[src/rtl/dmem_lsu_if.sv]
// Controller-to-memory bus for the data memory: single port, no byte enables,
// read data valid one cycle after a read.
interface dmem_if #(
  parameter int ADDR_WIDTH = 10,
  parameter int DATA_WIDTH = 64
);
  logic                  ena;
  logic                  web;
  logic [ADDR_WIDTH-1:0] addr;
  logic [DATA_WIDTH-1:0] din;
  logic [DATA_WIDTH-1:0] dout;

  modport master (output ena, web, addr, din, input dout);
  modport slave  (input ena, web, addr, din, output dout);
endinterface

[src/rtl/dmem_lsu.sv]
// RV64 load/store unit in front of a doubleword-wide data memory; sub-doubleword
// stores are done as read-modify-write. Define DMEM_LSU_MISALIGN_CHK_EN to trap misaligned accesses.
//   state    | meaning
//   IDLE     | waiting for a request, req_ready high
//   RD       | memory read issued
//   RDWAIT   | read data returned; extract load lane or merge store bytes
//   WR       | memory write issued
//   RESP     | one-cycle response pulse
module dmem_lsu #(
  parameter int ADDR_WIDTH = 10,
  parameter int DATA_WIDTH = 64
) (
  input  logic                  clk,
  input  logic                  rst,
  input  logic                  req_valid,
  output logic                  req_ready,
  input  logic                  req_we,
  input  logic [2:0]            req_funct3,
  input  logic [63:0]           req_addr,
  input  logic [DATA_WIDTH-1:0] req_wdata,
  output logic                  rsp_valid,
  output logic [DATA_WIDTH-1:0] rsp_rdata,
  output logic                  rsp_err,
  dmem_if.master                mem
);

  typedef enum logic [2:0] {S_IDLE, S_RD, S_RDWAIT, S_WR, S_RESP} state_t;

  state_t                  state_q, state_d;
  logic                    we_q, we_d;
  logic [2:0]              funct3_q, funct3_d;
  logic [2:0]              off_q, off_d;
  logic [DATA_WIDTH-1:0]   wdata_q, wdata_d;
  logic [DATA_WIDTH-1:0]   result_q, result_d;
  logic                    err_q, err_d;
  logic                    mem_web_q, mem_web_d;
  logic [ADDR_WIDTH-1:0]   mem_addr_q, mem_addr_d;
  logic [DATA_WIDTH-1:0]   mem_din_q, mem_din_d;

  logic                    accept;
  logic                    illegal;
  logic                    misalign;
  logic [2:0]              req_off;
  logic [5:0]              shamt;
  logic [DATA_WIDTH-1:0]   lane;
  logic [DATA_WIDTH-1:0]   lane_mask;
  logic [DATA_WIDTH-1:0]   load_ext;
  logic [DATA_WIDTH-1:0]   merged;
  logic                    unused_addr_bits;

  assign unused_addr_bits = ^req_addr[63:ADDR_WIDTH+3];

  function automatic logic [DATA_WIDTH-1:0] size_mask(input logic [1:0] sz);
    logic [DATA_WIDTH-1:0] m;
    case (sz)
      2'd0:    m = {{(DATA_WIDTH-8){1'b0}},  {8{1'b1}}};
      2'd1:    m = {{(DATA_WIDTH-16){1'b0}}, {16{1'b1}}};
      2'd2:    m = {{(DATA_WIDTH-32){1'b0}}, {32{1'b1}}};
      default: m = '1;
    endcase
    return m;
  endfunction

  assign illegal = (req_funct3 == 3'b111) || (req_we && req_funct3[2]);

`ifdef DMEM_LSU_MISALIGN_CHK_EN
  always_comb begin
    case (req_funct3[1:0])
      2'd1:    misalign = req_addr[0];
      2'd2:    misalign = |req_addr[1:0];
      2'd3:    misalign = |req_addr[2:0];
      default: misalign = 1'b0;
    endcase
  end
  assign req_off = req_addr[2:0];
`else
  // Without trapping, the offset is rounded down to the access size.
  assign misalign = 1'b0;
  assign req_off  = req_addr[2:0] & (3'b111 << req_funct3[1:0]);
`endif

  assign accept    = req_valid && req_ready;
  assign shamt     = {off_q, 3'b000};
  assign lane      = mem.dout >> shamt;
  assign lane_mask = size_mask(funct3_q[1:0]) << shamt;
  assign merged    = (mem.dout & ~lane_mask) | ((wdata_q << shamt) & lane_mask);

  always_comb begin
    case (funct3_q)
      3'b000:  load_ext = {{(DATA_WIDTH-8){lane[7]}},   lane[7:0]};
      3'b001:  load_ext = {{(DATA_WIDTH-16){lane[15]}}, lane[15:0]};
      3'b010:  load_ext = {{(DATA_WIDTH-32){lane[31]}}, lane[31:0]};
      3'b100:  load_ext = {{(DATA_WIDTH-8){1'b0}},      lane[7:0]};
      3'b101:  load_ext = {{(DATA_WIDTH-16){1'b0}},     lane[15:0]};
      3'b110:  load_ext = {{(DATA_WIDTH-32){1'b0}},     lane[31:0]};
      default: load_ext = lane;
    endcase
  end

  always_ff @(posedge clk) begin
    if (!rst) begin
      state_q    <= S_IDLE;
      we_q       <= 1'b0;
      funct3_q   <= 3'b000;
      off_q      <= 3'b000;
      wdata_q    <= '0;
      result_q   <= '0;
      err_q      <= 1'b0;
      mem_web_q  <= 1'b0;
      mem_addr_q <= '0;
      mem_din_q  <= '0;
    end else begin
      state_q    <= state_d;
      we_q       <= we_d;
      funct3_q   <= funct3_d;
      off_q      <= off_d;
      wdata_q    <= wdata_d;
      result_q   <= result_d;
      err_q      <= err_d;
      mem_web_q  <= mem_web_d;
      mem_addr_q <= mem_addr_d;
      mem_din_q  <= mem_din_d;
    end
  end

  // Memory-side registers only move on entry to RD/WR so they hold while idle.
  always_comb begin
    state_d    = state_q;
    we_d       = we_q;
    funct3_d   = funct3_q;
    off_d      = off_q;
    wdata_d    = wdata_q;
    result_d   = result_q;
    err_d      = err_q;
    mem_web_d  = mem_web_q;
    mem_addr_d = mem_addr_q;
    mem_din_d  = mem_din_q;
    case (state_q)
      S_IDLE: begin
        if (accept) begin
          we_d     = req_we;
          funct3_d = req_funct3;
          off_d    = req_off;
          wdata_d  = req_wdata;
          result_d = '0;
          err_d    = illegal || misalign;
          if (illegal || misalign) begin
            state_d = S_RESP;
          end else if (!req_we || (req_funct3[1:0] != 2'b11)) begin
            state_d    = S_RD;
            mem_web_d  = 1'b0;
            mem_addr_d = req_addr[ADDR_WIDTH+2:3];
          end else begin
            state_d    = S_WR;
            mem_web_d  = 1'b1;
            mem_addr_d = req_addr[ADDR_WIDTH+2:3];
            mem_din_d  = req_wdata;
          end
        end
      end
      S_RD:     state_d = S_RDWAIT;
      S_RDWAIT: begin
        if (!we_q) begin
          result_d = load_ext;
          state_d  = S_RESP;
        end else begin
          mem_web_d = 1'b1;
          mem_din_d = merged;
          state_d   = S_WR;
        end
      end
      S_WR:     state_d = S_RESP;
      S_RESP:   state_d = S_IDLE;
      default:  state_d = S_IDLE;
    endcase
  end

  // rst gates the strobes so nothing escapes during a reset cycle.
  always_comb begin
    req_ready = rst && (state_q == S_IDLE);
    rsp_valid = rst && (state_q == S_RESP);
    rsp_err   = rst && (state_q == S_RESP) && err_q;
    rsp_rdata = (rst && (state_q == S_RESP)) ? result_q : '0;
    mem.ena   = rst && ((state_q == S_RD) || (state_q == S_WR));
    mem.web   = mem_web_q;
    mem.addr  = mem_addr_q;
    mem.din   = mem_din_q;
  end

endmodule

[src/flat_wrapper.sv]
// flat-port wrapper written by rule: the top's interface ports become plain ports
module dmem_lsu_flat 
#(
  parameter int ADDR_WIDTH = 10,
  parameter int DATA_WIDTH = 64
)
  (clk, rst, req_valid, req_ready, req_we, req_funct3, req_addr, req_wdata, rsp_valid, rsp_rdata, rsp_err, mem_ena, mem_web, mem_addr, mem_din, mem_dout);
  dmem_if #(.ADDR_WIDTH(ADDR_WIDTH), .DATA_WIDTH(DATA_WIDTH)) mem_i ();
  input  logic clk;
  input  logic rst;
  input  logic req_valid;
  output logic req_ready;
  input  logic req_we;
  input  logic [2:0] req_funct3;
  input  logic [63:0] req_addr;
  input  logic [DATA_WIDTH-1:0] req_wdata;
  output logic rsp_valid;
  output logic [DATA_WIDTH-1:0] rsp_rdata;
  output logic rsp_err;
  output wire logic [$bits(mem_i.ena)-1:0] mem_ena;
  output wire logic [$bits(mem_i.web)-1:0] mem_web;
  output wire logic [$bits(mem_i.addr)-1:0] mem_addr;
  output wire logic [$bits(mem_i.din)-1:0] mem_din;
  input wire logic [$bits(mem_i.dout)-1:0] mem_dout;
  assign mem_ena = mem_i.ena;
  assign mem_web = mem_i.web;
  assign mem_addr = mem_i.addr;
  assign mem_din = mem_i.din;
  assign mem_i.dout = mem_dout;
  dmem_lsu #(.ADDR_WIDTH(ADDR_WIDTH), .DATA_WIDTH(DATA_WIDTH)) u_core (.clk(clk), .rst(rst), .req_valid(req_valid), .req_ready(req_ready), .req_we(req_we), .req_funct3(req_funct3), .req_addr(req_addr), .req_wdata(req_wdata), .rsp_valid(rsp_valid), .rsp_rdata(rsp_rdata), .rsp_err(rsp_err), .mem(mem_i));
endmodule
[config.mk]
export PLATFORM = sky130hd
export DESIGN_NAME = dmem_lsu_flat
export DESIGN_NICKNAME = d
export VERILOG_FILES = /design/src/rtl/dmem_lsu_if.sv /design/src/rtl/dmem_lsu.sv /design/src/flat_wrapper.sv
export SDC_FILE = /design/constraint.sdc
export NUM_CORES = 1
export LEC_CHECK = 0
export CELL_PAD_IN_SITES_DETAIL_PLACEMENT = 2
export CELL_PAD_IN_SITES_GLOBAL_PLACEMENT = 2
export CORE_MARGIN = 2
export CORE_UTILIZATION = 40
export CTS_CLUSTER_DIAMETER = 50
export CTS_CLUSTER_SIZE = 8
export DETAILED_ROUTE_END_ITERATION = 10
export DONT_BUFFER_PORTS = 1
export PLACE_DENSITY_LB_ADDON = 0.2
export SLEW_MARGIN = 20
export SYNTH_ARGS = -nofsm -noshare
export SYNTH_HDL_FRONTEND = slang
export SYNTH_SLANG_ARGS = --single-unit
[constraint.sdc]
create_clock -name clk -period 3.4 [get_ports clk]
set_clock_uncertainty 0.15 [all_clocks]
set_input_delay 0.68 -clock clk [delete_from_list [all_inputs] [get_ports clk]]
set_output_delay 0.68 -clock clk [all_outputs]
set_load 0.03 [all_outputs]
==> flow_summary.ini, run 1 <==
[status]
outcome = complete, no violations

[place]
port_buffers = 0
detailedPlacementHpwl_microns = 42400
gp_congestion = 0.946
dp.cells = 1846

[global_route]
grt_pass1_wl_microns = 84100
grt_pass1_vias = 12800
grt_start_max_net_pins = 201
grt-ovfl-total = 0
grt_use_total_pct = 33.4
antenna_found_initial = 5

[worst_setup_path]
critPathMaxFanout = 58
path_cells = inv_1 -> and4_2 -> buf_4 -> and2_1
start_kind = register
cp.required_ns = 2.57
worstSetupEndpointType = output pin
cp_slowest_cell = dfxtp_1
critPathTopFamily = simple AND/OR/NAND/NOR gates
worst-setup-path-type = register to output pin
cp.arrival_ns = 2.37
slowest_delay_ns = 0.47
critPathBufInv = 2

[synth]
synth_edf_count = 0
synthMuxAreaShare_pct = 17.2
syn_nets = 1750
ys.flop_type = dfxtp_1
synth_cells = 1551
synth_top_family_by_area = compound AO/OA/AOI/OAI gates
synth_area_sq_um = 12900
synth_compound_area_share_pct = 24.2
ys_ff_latch = 214
synthArstFlopShare_pct = 0
yosysUniqueCellTypes = 66
ys_seq_area_share_pct = 33.1
yosys-top-cells-area = dfxtp_1, mux2i_1, nand2_1
synthSimpleGateAreaFrac_pct = 19.4
synth_xor_area_share_pct = 0
synth_top_cell_area_share_pct = 33.1
synth.avg_cell_area_sq_um = 8.33
ys_warn_count = 0
synthAdderAreaFrac_pct = 0
synth_top_cell_by_area = dfxtp_1

[timing]
fmax_mhz = 312
slew_headroom_pct = 40.8
drv_slew = 0
finalSetupTns_ns = 0
period_needed_ns = 3.20
hold_violations = 0
grt_setup_unrepaired = no
worstMarginPinSlew_ns = 0.886
timing.final.crit_share_pct = 94.1
setup_viol = 0

[power_and_ir_drop]
ir_worst_vdd_mv = 0.292
power.density_nw_per_um2 = 500
clock_power_share_pct = 46.6
swShare_pct = 28.5
switchingPower_w = 0.00203
p_leak_nw = 4.86
p_int_w = 0.00509
pwr-share-seq_pct = 40.0
p_comb_share_pct = 13.4

[finish]
area_growth_pct = 10.1
drive_gt1_share_pct = 14.0
fin_cells = 1901
nNetsFinal = 1681
final_cell_mix = nand2_1, dfxtp_1, o21ai_0
layout_commonest_cell = nand2_1
nFillCells = 3508

[clock_network]
postCtsHoldBufs = 0
ctsRootBufferMaster = clkbuf_16
post_cts_resized = 0
clock_path_buffers = 3
cts_tree = done
cts_max_level = 2
cts.sinks = 214
cts_buffers = 36
path_clk_slew_ns = 0.05
worstSkewPairLatency_ns = 0.52
cts_setup_buffers = 0

[floorplanning]
core_region_area_sq_um = 31700
die_area_sq_um = 33800
die_x_microns = 184
ioPinCount = 342
start_util_pct = 40.7
rows = 65
fp.dieH_microns = 184

[min_path]
min_path_type = input port to register

[drt]
route.antenna.remaining_nets = 0
postRouteWirelength_microns = 58000
vias = 12400
drt-initial-drc-count = 998
drc = 0
dr.pass1.iters = 5
wl_per_cell_microns = 30.5
via_per_inst = 6.54

[flow_run]
cap_violations = 0
[layer usage]
metal	wire [microns]	GRT usage, %	vias to the layer above
met3	4600	8.14	146
met5	57	0	-
met1	22600	39.9	6247
li1	-	-	5470
met4	2870	15.0	8
met2	27800	56.7	564
[stage by stage]
step / utilization (%) / setup WS, ns / total power (W) / hold WS (ns) / area (sq um)
CTS: 44.8 / 0.166 / 0.00716 / 0.116 / 14200
detailed placement: 41.5 / 0.598 / 0.00382 / 0.289 / 13200
global placement: 41.5 / 0.637 / 0.00377 / 0.279 / 13200
floorplan: - / 0.624 / 0.00351 / 0.267 / 12900
finish: 44.9 / 0.200 / 0.00712 / 0.127 / 14200
global route: 44.9 / 0.0265 / 0.00736 / 0.125 / 14200
[layout make-up]
type,count,area (sq um),area share [%]
Antenna cell,4,10.0,0.0703
Clock inverter,9,82.6,0.580
Sequential cell,214,4290,30.2
Multi-Input combinational cell,1172,7900,55.5
Clock buffer,42,975,6.85
Timing Repair Buffer,50,438,3.08
Tap cell,402,503,3.54
Inverter,8,30.0,0.211
[power groups by stage]
stage | Combinational [W] | Sequential (W) | Clock, W
global route | 0.00102 | 0.00285 | 0.00349
detailed placement | 0.000930 | 0.00289 | 0
finish | 0.000956 | 0.00285 | 0.00331
global placement | 0.000894 | 0.00288 | 0
floorplan | 0.000713 | 0.00280 | 0
CTS | 0.000947 | 0.00284 | 0.00337
[state kept, by name, indices dropped and copies added, names as in the netlist, 3 cells and up]
| register | count |
|---|---|
| u_core.mem.din | 64 |
| u_core.result_q | 64 |
| u_core.wdata_q | 64 |
| u_core.mem.addr | 10 |
| u_core.funct3_q | 3 |
| u_core.off_q | 3 |
| u_core.state_q | 3 |
[synth_stat cells (all sizes together) (2+ instances only)]
cell type  number
o31ai          10
a22oi           4
or2            11
a211oi         23
a221o           4
a31o            8
or3             3
a21o            2
a32oi           7
mux2i         114
o22ai          20
mux2           34
a21oi          59
nand2b         18
nand2         254
o21a            3
nand3b          3
a21boi         15
nor3b           8
mux4           31
clkbuf         96
inv             8
nand3          35
o221a           8
o31a            5
and3b           2
dfxtp         214
a2111oi        12
o311a          17
nor3           20
nor2b          25
o21ai         194
buf            61
o2bb2ai        16
a2bb2o          4
and3            9
a221oi          6
nor2           42
o211ai         44
a2bb2oi         8
a22o            2
and2           85
[path summary, 6_finish.rpt]
kind	startpoint	depth (start not counted)	slack (ns)	to
worst max register to register	u_core.off_q[1]$_SDFFE_PN0P_	7	0.55	u_core.mem.din[14]$_SDFFE_PN0P_
worst min register to register	u_core.result_q[62]$_SDFFE_PN0P_	2	0.29	u_core.result_q[62]$_SDFFE_PN0P_
worst min-delay path	req_wdata[57]	2	0.13	u_core.wdata_q[57]$_SDFFE_PN0P_
worst max-delay path	u_core.state_q[1]$_SDFFE_PN0N_	4	0.20	rsp_rdata[49]
[logic make-up after synthesis]
family,count (synthesis)
and+or+nand+nor,519
AOI/OAI and AO/OA,474
DFF,214
muxes,179
buffers and inverters,165
(Power assumes the default switching activity.)
==> run 2: changes to the inputs <==
- CAP_MARGIN: default -> 5
==> results of run 2 <==
Final layout, timing and power as in run 1 (identical DEF).
==> run 3: changes to the inputs <==
- TNS_END_PERCENT: default -> 10
==> results of run 3 <==
Final layout, timing and power as in run 1 (identical DEF).
